<file path="config.mk">
export PLATFORM = sky130hd
export DESIGN_NAME = sat_div_16bit
export DESIGN_NICKNAME = d
export VERILOG_FILES = /design/src/rtl/sat_div_pkg.sv /design/src/rtl/sat_div_16bit_div_step.sv /design/src/rtl/sat_div_16bit.sv
export SDC_FILE = /design/constraint.sdc
export NUM_CORES = 1
export LEC_CHECK = 0
export ABC_AREA = 1
export CORE_MARGIN = 10
export CORE_UTILIZATION = 35
export DETAILED_ROUTE_END_ITERATION = 10
export HOLD_SLACK_MARGIN = 0.15
export PLACE_DENSITY = 0.55
export SLEW_MARGIN = 10
export SYNTH_ARGS = -nofsm -noshare
export SYNTH_HDL_FRONTEND = slang
export SYNTH_SLANG_ARGS = --single-unit
</file>
<file path="constraint.sdc">
create_clock -name clk -period 1.8 [get_ports clk]
set_input_delay 0.27 -clock clk [delete_from_list [all_inputs] [get_ports clk]]
set_output_delay 0.27 -clock clk [all_outputs]
set_load 0.05 [all_outputs]
</file>
<file path="src/rtl/sat_div_pkg.sv">
// Shared definitions for the iterative signed divider.
// Holds the FSM state encoding, the datapath width, the counter width
// and the saturation constants shared with the add/sub saturation logic.
package sat_div_pkg;

  localparam int unsigned DIV_W = 16;
  localparam int unsigned CNT_W = $clog2(DIV_W + 1);

  localparam logic [15:0] SAT_POS = 16'h7FFF;
  localparam logic [15:0] SAT_NEG = 16'h8000;

  typedef enum logic [1:0] {
    IDLE = 2'd0,
    CALC = 2'd1,
    FIX  = 2'd2,
    DONE = 2'd3
  } state_e;

endpackage

</file>
<file path="src/rtl/sat_div_16bit_div_step.sv">
// One combinational restoring-division iteration on unsigned magnitudes.
// Ports:
//   rem_i     partial remainder (WIDTH+1 bits)
//   quo_i     quotient/dividend shift register
//   divisor_i divisor magnitude
//   rem_o     next partial remainder
//   quo_o     next quotient shift register (new bit in LSB)
module div_step #(
  parameter int unsigned WIDTH = 16
) (
  input  logic [WIDTH:0]   rem_i,
  input  logic [WIDTH-1:0] quo_i,
  input  logic [WIDTH-1:0] divisor_i,
  output logic [WIDTH:0]   rem_o,
  output logic [WIDTH-1:0] quo_o
);

  logic [WIDTH:0]   shifted;
  logic [WIDTH+1:0] trial;

  // Shifted remainder stays below twice the divisor, so WIDTH+2 bits
  // of difference always carry a valid sign in the MSB.
  assign shifted = {rem_i[WIDTH-1:0], quo_i[WIDTH-1]};
  assign trial   = {rem_i, quo_i[WIDTH-1]} - {2'b00, divisor_i};

  always_comb begin
    if (trial[WIDTH+1]) begin
      rem_o = shifted;
      quo_o = {quo_i[WIDTH-2:0], 1'b0};
    end else begin
      rem_o = trial[WIDTH:0];
      quo_o = {quo_i[WIDTH-2:0], 1'b1};
    end
  end

endmodule

</file>
<file path="src/rtl/sat_div_16bit.sv">
// Iterative signed divider with start/busy/done handshake.
// Quotient truncates toward zero, remainder takes the dividend's sign.
// Divide-by-zero and 0x8000 / -1 saturate and complete in one cycle.
// Ports:
//   clk, rst_n  clock and asynchronous active-low reset
//   start       request, honoured only while busy is low
//   a, b        dividend and divisor (two's complement)
//   busy        operation in progress
//   done        one-cycle completion pulse
//   q, r, dbz   quotient, remainder, divide-by-zero flag (held)
module sat_div_16bit
  import sat_div_pkg::*;
#(
  parameter int unsigned WIDTH = DIV_W
) (
  input  logic             clk,
  input  logic             rst_n,
  input  logic             start,
  input  logic [WIDTH-1:0] a,
  input  logic [WIDTH-1:0] b,
  output logic             busy,
  output logic             done,
  output logic [WIDTH-1:0] q,
  output logic [WIDTH-1:0] r,
  output logic             dbz
);

  state_e           state_q, state_d;
  logic [WIDTH:0]   rem_q, rem_d;
  logic [WIDTH-1:0] quo_q, quo_d;
  logic [WIDTH-1:0] dvs_q, dvs_d;
  logic [CNT_W-1:0] cnt_q, cnt_d;
  logic             sa_q, sa_d;
  logic             sb_q, sb_d;
  logic             busy_q, busy_d;
  logic             done_q, done_d;
  logic [WIDTH-1:0] q_q, q_d;
  logic [WIDTH-1:0] r_q, r_d;
  logic             dbz_q, dbz_d;

  logic [WIDTH:0]   step_rem;
  logic [WIDTH-1:0] step_quo;
  logic [WIDTH-1:0] a_mag;
  logic [WIDTH-1:0] b_mag;

  div_step #(.WIDTH(WIDTH)) u_step (
    .rem_i     (rem_q),
    .quo_i     (quo_q),
    .divisor_i (dvs_q),
    .rem_o     (step_rem),
    .quo_o     (step_quo)
  );

  // Magnitudes as unsigned; 0x8000 maps to 32768 without overflow.
  assign a_mag = a[WIDTH-1] ? (~a + WIDTH'(1)) : a;
  assign b_mag = b[WIDTH-1] ? (~b + WIDTH'(1)) : b;

  // State and datapath registers.
  always_ff @(posedge clk or negedge rst_n) begin
    if (!rst_n) begin
      state_q <= IDLE;
      rem_q   <= '0;
      quo_q   <= '0;
      dvs_q   <= '0;
      cnt_q   <= '0;
      sa_q    <= 1'b0;
      sb_q    <= 1'b0;
      busy_q  <= 1'b0;
      done_q  <= 1'b0;
      q_q     <= '0;
      r_q     <= '0;
      dbz_q   <= 1'b0;
    end else begin
      state_q <= state_d;
      rem_q   <= rem_d;
      quo_q   <= quo_d;
      dvs_q   <= dvs_d;
      cnt_q   <= cnt_d;
      sa_q    <= sa_d;
      sb_q    <= sb_d;
      busy_q  <= busy_d;
      done_q  <= done_d;
      q_q     <= q_d;
      r_q     <= r_d;
      dbz_q   <= dbz_d;
    end
  end

  // Next-state and datapath update.
  always_comb begin
    state_d = state_q;
    rem_d   = rem_q;
    quo_d   = quo_q;
    dvs_d   = dvs_q;
    cnt_d   = cnt_q;
    sa_d    = sa_q;
    sb_d    = sb_q;
    q_d     = q_q;
    r_d     = r_q;
    dbz_d   = dbz_q;
    busy_d  = 1'b0;
    done_d  = 1'b0;

    unique case (state_q)
      IDLE, DONE: begin
        if (start) begin
          sa_d = a[WIDTH-1];
          sb_d = b[WIDTH-1];
          if (b == '0) begin
            q_d     = a[WIDTH-1] ? SAT_NEG : SAT_POS;
            r_d     = a;
            dbz_d   = 1'b1;
            state_d = DONE;
          end else if ((a == SAT_NEG) && (b == {WIDTH{1'b1}})) begin
            q_d     = SAT_POS;
            r_d     = '0;
            dbz_d   = 1'b0;
            state_d = DONE;
          end else begin
            quo_d   = a_mag;
            dvs_d   = b_mag;
            rem_d   = '0;
            cnt_d   = '0;
            state_d = CALC;
          end
        end else if (state_q == DONE) begin
          state_d = IDLE;
        end
      end
      CALC: begin
        rem_d = step_rem;
        quo_d = step_quo;
        cnt_d = cnt_q + CNT_W'(1);
        if (cnt_q == CNT_W'(WIDTH - 1)) begin
          state_d = FIX;
        end
      end
      FIX: begin
        q_d     = (sa_q ^ sb_q) ? (~quo_q + WIDTH'(1)) : quo_q;
        r_d     = sa_q ? (~rem_q[WIDTH-1:0] + WIDTH'(1)) : rem_q[WIDTH-1:0];
        dbz_d   = 1'b0;
        state_d = DONE;
      end
      default: state_d = IDLE;
    endcase

    // Registered handshake flags follow the state being entered.
    busy_d = (state_d == CALC) || (state_d == FIX);
    done_d = (state_d == DONE) && (state_q != DONE || start);
  end

  assign busy = busy_q;
  assign done = done_q;
  assign q    = q_q;
  assign r    = r_q;
  assign dbz  = dbz_q;

endmodule

</file>
==> results of run 1 <==
-- placed cells by master, fill, tap and decap left out, types with 15 or more instances in the layout --
cell,n
ha_4,18
inv_1,91
buf_4,232
xor2_1,16
nor2_1,55
dfrtp_1,91
nand3_1,106
buf_6,23
inv_2,34
nand2_2,38
dlygate4sd2_1,15
nand2_1,309
nand3_2,40
o21ai_0,54
a21oi_1,29
-- sequential cells by signal, summed over array words and instances (netlist names) --
signal,count
busy,1
cnt_q,5
dbz,1
done,1
dvs_q,16
q,16
quo_q,16
r,16
rem_q,17
sa_q,1
sb_q,1
state_q,2
-- layer usage --
layer,global-route usage,part of all wire,vias up
met5,0,0,-
met4,0.0393,0.014,0
met3,0.0306,0.058,29
met2,0.296,0.45,239
met1,0.270,0.48,3851
li1,-,-,4117
-- stage by stage --
step	instance area (µm²)	power [mW]	TNS, ns	hold slack [ns]	util
2_1_floorplan	7250	9.17	-0.000771	-0.0256	-
3_3_place_gp	9540	12.9	-48.85	0.170	0.485
3_5_place_dp	9540	13.0	-49.25	0.168	0.485
4_1_cts	10400	16.3	-1.46	0.334	0.531
5_1_grt	11400	20.3	-3.52	0.303	0.580
6_report	11400	18.8	-1.94	0.291	0.580
-- cell families after synthesis --
logic type,share of synthesized area
compound gates,0.103
xor+xnor,0.0322
fa+ha+maj,0.0505
buf+inv,0.0951
flops,0.329
mux,0.00141
simple gates,0.390
-- worst max-delay path: stages (launching register included) --
cell	delay (ns)
dfrtp_1	0.39
inv_2	0.13
ha_4	0.24
a21oi_2	0.18
o21ai_2	0.10
a21oi_4	0.15
buf_12	0.14
nand3_4	0.12
buf_4	0.21
nand3_1	0.08
nand3_1	0.07
nand2_1	0.06
-- report_power, final --
group | internal (mW) | switching [mW]
Clock | 1.14 | 0.914
Sequential | 2.67 | 0.519
Combinational | 6.11 | 7.45
Total | 9.91 | 8.88
-- worst paths after layout --
check / start / end / slack, ns
worst max-delay path: dvs_q[14] / rem_q[16] / -0.13
worst min-delay path: a[0] / quo_q[0] / 0.29
worst max register to register: dvs_q[14] / rem_q[16] / -0.13
worst min register to register: dvs_q[5] / dvs_q[5] / 0.49
max in group asynchronous: rst_n / dbz / 0.95
min in group asynchronous: rst_n / q[6] / 0.33
-- timing repair --
action | CTS | global route
resized for setup | 124 | 198
cloned | 5 | 4
setup endpoints to repair | 88 | 87
hold buffers | 1 | 0
pin swaps | 36 | 92
hold endpoints to repair | 93 | 0
setup buffers | 21 | 19
-- cell type report --
type,count,area share
multi-input cells,831,0.454
repair buffers,310,0.240
flip-flops and latches,93,0.204
inverters,131,0.0450
well taps,265,0.0291
clock buffers,10,0.0210
clock inverters,6,0.00669
==> impl_metrics.yaml, run 1 <==
timing:
  fin_skew_ns: 0.0145
  grt_setup_unrepaired: "true"
  setup_slack_ns: -0.134
  tightest_slew_ns: 0.490
  max_clock_freq_ghz: 0.517
  drv_slew: 0
  finalWorstPathRequiredPeriod_ns: 1.93
  fin_crit_sh: 1.07
  relSlewSlack: 0.675
  hold_viol_final: 0
  setup_viol: 18
global_routing:
  grt_pass1_vias: 7928
  overflow: 0
  grt_max_degree: 40
  antenna_found_initial: 0
  track_usage: 0.190
  grt_pass1_wl_mm: 40.7
placed_design:
  hpwl_mm: 19.1
  io_buffer_count: 69
  globalplace.congestion: 0.903
  post-place-ws_ns: -0.807
  dp.cells: 1583
clock_tree:
  cts_tree: "built"
  clock_sink_count: 93
  cts_root_buffer: "clkbuf_16"
  clk_pin_slew_worst_paths_ns: 0.08
  max-clock-path-buffers: 2
  cts-buffers-inserted: 9
  htree_num_levels: 3
  clkLatencyLatePin_ns: 0.36
synthesis:
  synthMostInstantiatedCell: "nand2_1"
  syn_inst: 1089
  avgSynthCellArea_um2: 6.50
  synth_flop_cell: "dfrtp_1"
  synth_edf_count: 0
  ys.warnings.count: 0
  synth_fp_nets: 1152
  synth_area_leaders: "dfrtp_1 (33%), nand2_1 (19%), nand3_1 (11%)"
  ys_ff_latch: 93
  ys_types: 43
  ys_seq_area_frac: 0.329
  synth_top_cell_by_area: "dfrtp_1"
  async_flop_share: 1.00
  synthesis.area_um2: 7080
  synthTopCellsByCount: "nand2_1 (359), nand3_1 (151), inv_1 (125)"
  yosys.area.top_type_share: 0.329
floorplanning:
  coreArea_um2: 19700
  ioPinCount: 70
  row_count: 51
  start_util: 0.360
  die_h_um: 162
  dieArea_um2: 26300
  die_w_um: 162
pwr:
  power_leakage_nw: 5.59
  p_per_area_nw_per_um2: 1650
  vdd_drop_max_v: 0.000744
outcome:
  status: "finished with violations"
  failed_checks: "setup timing"
final_layout:
  fillers: 1873
  post_route_cells_drive_above_1_share: 0.376
  area_growth_pct: 61.0
  antenna_cells: 0
  nets: 1439
  multi_input_area_um2: 5170
  layoutNonFillerInstCount: 1646
  seqCellArea_um2: 2330
critical_path:
  required_ns: 2.08
  cp-end-kind: "flop"
  path_class: "reg2reg"
  critical_path_arrival_ns: 2.22
  crit_path_start_kind: "flop"
  path_max_fanout: 5
  rr_worst_depth: 11
route:
  dr.first_iter.drc_count: 556
  vias: 8236
  remaining_drc_errors: 0
  wl_per_cell_um: 15.7
  wl_mm: 25.9
  vias_per_cell: 5.00
  dr.pass1.iters: 6
  antenna_left: 0
hold_path:
  worst_hold_path_type: "in2reg"
  worst_hold_path.num_cells: 4
job:
  drv_cap: 0
Note: power is estimated with default switching activity, not from simulation.
==> inputs of run 2 (changes only) <==
- RECOVER_POWER: default -> 100
==> run 2 against run 1 <==
Compared with the run above: final cell count is the same; the run still ends with setup timing left; clock power is essentially flat; critical path depth is the same; largest power group unchanged; wire length grew 0.18%.
==> impl_metrics.yaml, run 2 (synthesis gave the netlist of run 1 again) <==
placed_design:
  globalplace.congestion: 0.903
  dp.cells: 1583
  hpwl_mm: 19.1
  io_buffer_count: 69
hold_path:
  worst_hold_path.num_cells: 4
  hp-start: "a[0]"
  worst_hold_path_type: "in2reg"
global_routing:
  met3_usage: 0.0306
  track_usage: 0.190
  grt_max_degree: 40
  overflow: 0
  grtUsageMet1: 0.270
  use_met2: 0.296
  grt_pass1_vias: 7928
  antenna_found_initial: 0
  grt_pass1_wl_mm: 40.7
  top_usage_layer: "met2"
timing:
  grt_setup_unrepaired: "true"
  hold_viol_final: 0
  timing.setup.tns_ns: -2.08
  setup_viol: 21
  relSlewSlack: 0.325
  finalWorstPathRequiredPeriod_ns: 1.94
  fin_crit_sh: 1.08
  fin_skew_ns: 0.0148
  max_clock_freq_ghz: 0.517
  tightest_slew_ns: 1.01
  drv_slew: 0
  setup_slack_ns: -0.136
floorplanning:
  die_h_um: 162
  start_util: 0.360
  die_w_um: 162
  row_count: 51
  coreArea_um2: 19700
  dieArea_um2: 26300
  ioPinCount: 70
final_layout:
  multi_input_area_um2: 5160
  layoutNonFillerInstCount: 1646
  area_growth_pct: 58.3
  regMostFlops: "rem_q"
  antenna_cells: 0
  final_cell_mix: "nand2_1 (310), buf_4 (196), nand3_1 (106)"
  mostFrequentLayoutCell: "nand2_1"
  largest_reg_flops: 17
  seqCellArea_um2: 2330
  nets: 1439
  fillers: 1916
  post_route_cells_drive_above_1_share: 0.348
critical_path:
  worstReg2RegStart: "dvs_q[14]"
  path_class: "reg2reg"
  required_ns: 2.10
  crit_path_start_kind: "flop"
  rr_worst_depth: 11
  critical_path_arrival_ns: 2.23
  cp-end-kind: "flop"
  critPathLaunch: "dvs_q[14]"
  path_max_fanout: 5
pwr:
  power_leakage_nw: 5.45
  vdd_drop_max_v: 0.000756
  p_per_area_nw_per_um2: 1670
clock_tree:
  htree_num_levels: 3
  clkLatencyLatePin_ns: 0.36
  cts-buffers-inserted: 9
  clock_sink_count: 93
  cts_tree: "built"
  max-clock-path-buffers: 2
  clk_pin_slew_worst_paths_ns: 0.08
  cts_root_buffer: "clkbuf_16"
route:
  dr.pass1.iters: 5
  wl_mm: 25.9
  antenna_left: 0
  wl_per_cell_um: 15.7
  remaining_drc_errors: 0
  vias: 8252
  vias_per_cell: 5.01
  dr.first_iter.drc_count: 529
job:
  drv_cap: 0
outcome:
  status: "finished with violations"
  failed_checks: "setup timing"
[run 2: final timing paths]
check	to	slack, ns
max	rem_q[12]	-0.14
max in group asynchronous	dbz	0.28
min in group asynchronous	q[6]	0.60
max reg2reg	rem_q[12]	-0.14
min reg2reg	dvs_q[5]	0.49
min	quo_q[0]	0.29
[run 2: power breakdown]
part	leakage [nW]	internal, mW	switching, mW	total, mW
combinational	4.19	6.01	7.42	13.4
sequential	1.10	2.67	0.516	3.18
clock	0.156	1.14	0.917	2.06
[run 2: what timing repair did]
item	4_1_cts	5_1_grt
buffers inserted	21	19
pin swaps	36	92
gates cloned	5	4
gates resized for setup	124	198
setup endpoints to repair	88	87
hold buffers	1	0
endpoints found under the hold margin	93	0
[run 2: layout make-up]
cell class	count	area share
inverters	131	0.0456
clock inverters	6	0.00681
repair buffers	310	0.229
flip-flops and latches	93	0.208
well taps	265	0.0296
multi-input cells	831	0.460
clock buffers	10	0.0213
[run 2: worst max-delay path: stages, from the launching register on]
cell and delay, ns:
dfrtp_1 0.39, inv_2 0.13, ha_4 0.24, a21oi_2 0.18
o21ai_2 0.10, a21oi_4 0.15, buf_12 0.14, nand3_4 0.12
buf_4 0.21, nand3_2 0.08, nand3_2 0.08, nand2_2 0.06
[run 2: routing by layer]
layer / wire length, µm / vias to the layer above
met3: 1480 / 32
met5: 0 / -
met4: 398 / 0
met2: 11700 / 241
met1: 12300 / 3856
li1: - / 4123
[run 2: stage by stage]
step,area (µm²),power [mW],utilization,worst slack [ns],hold WS (ns)
6_report,11200,18.7,0.570,-0.136,0.289
5_1_grt,11200,20.2,0.570,-0.245,0.303
4_1_cts,10400,16.3,0.531,-0.118,0.334
3_5_place_dp,9540,13.0,0.485,-0.807,0.168
3_3_place_gp,9540,12.9,0.485,-0.793,0.170
2_1_floorplan,7250,9.17,-,-0.000771,-0.0256
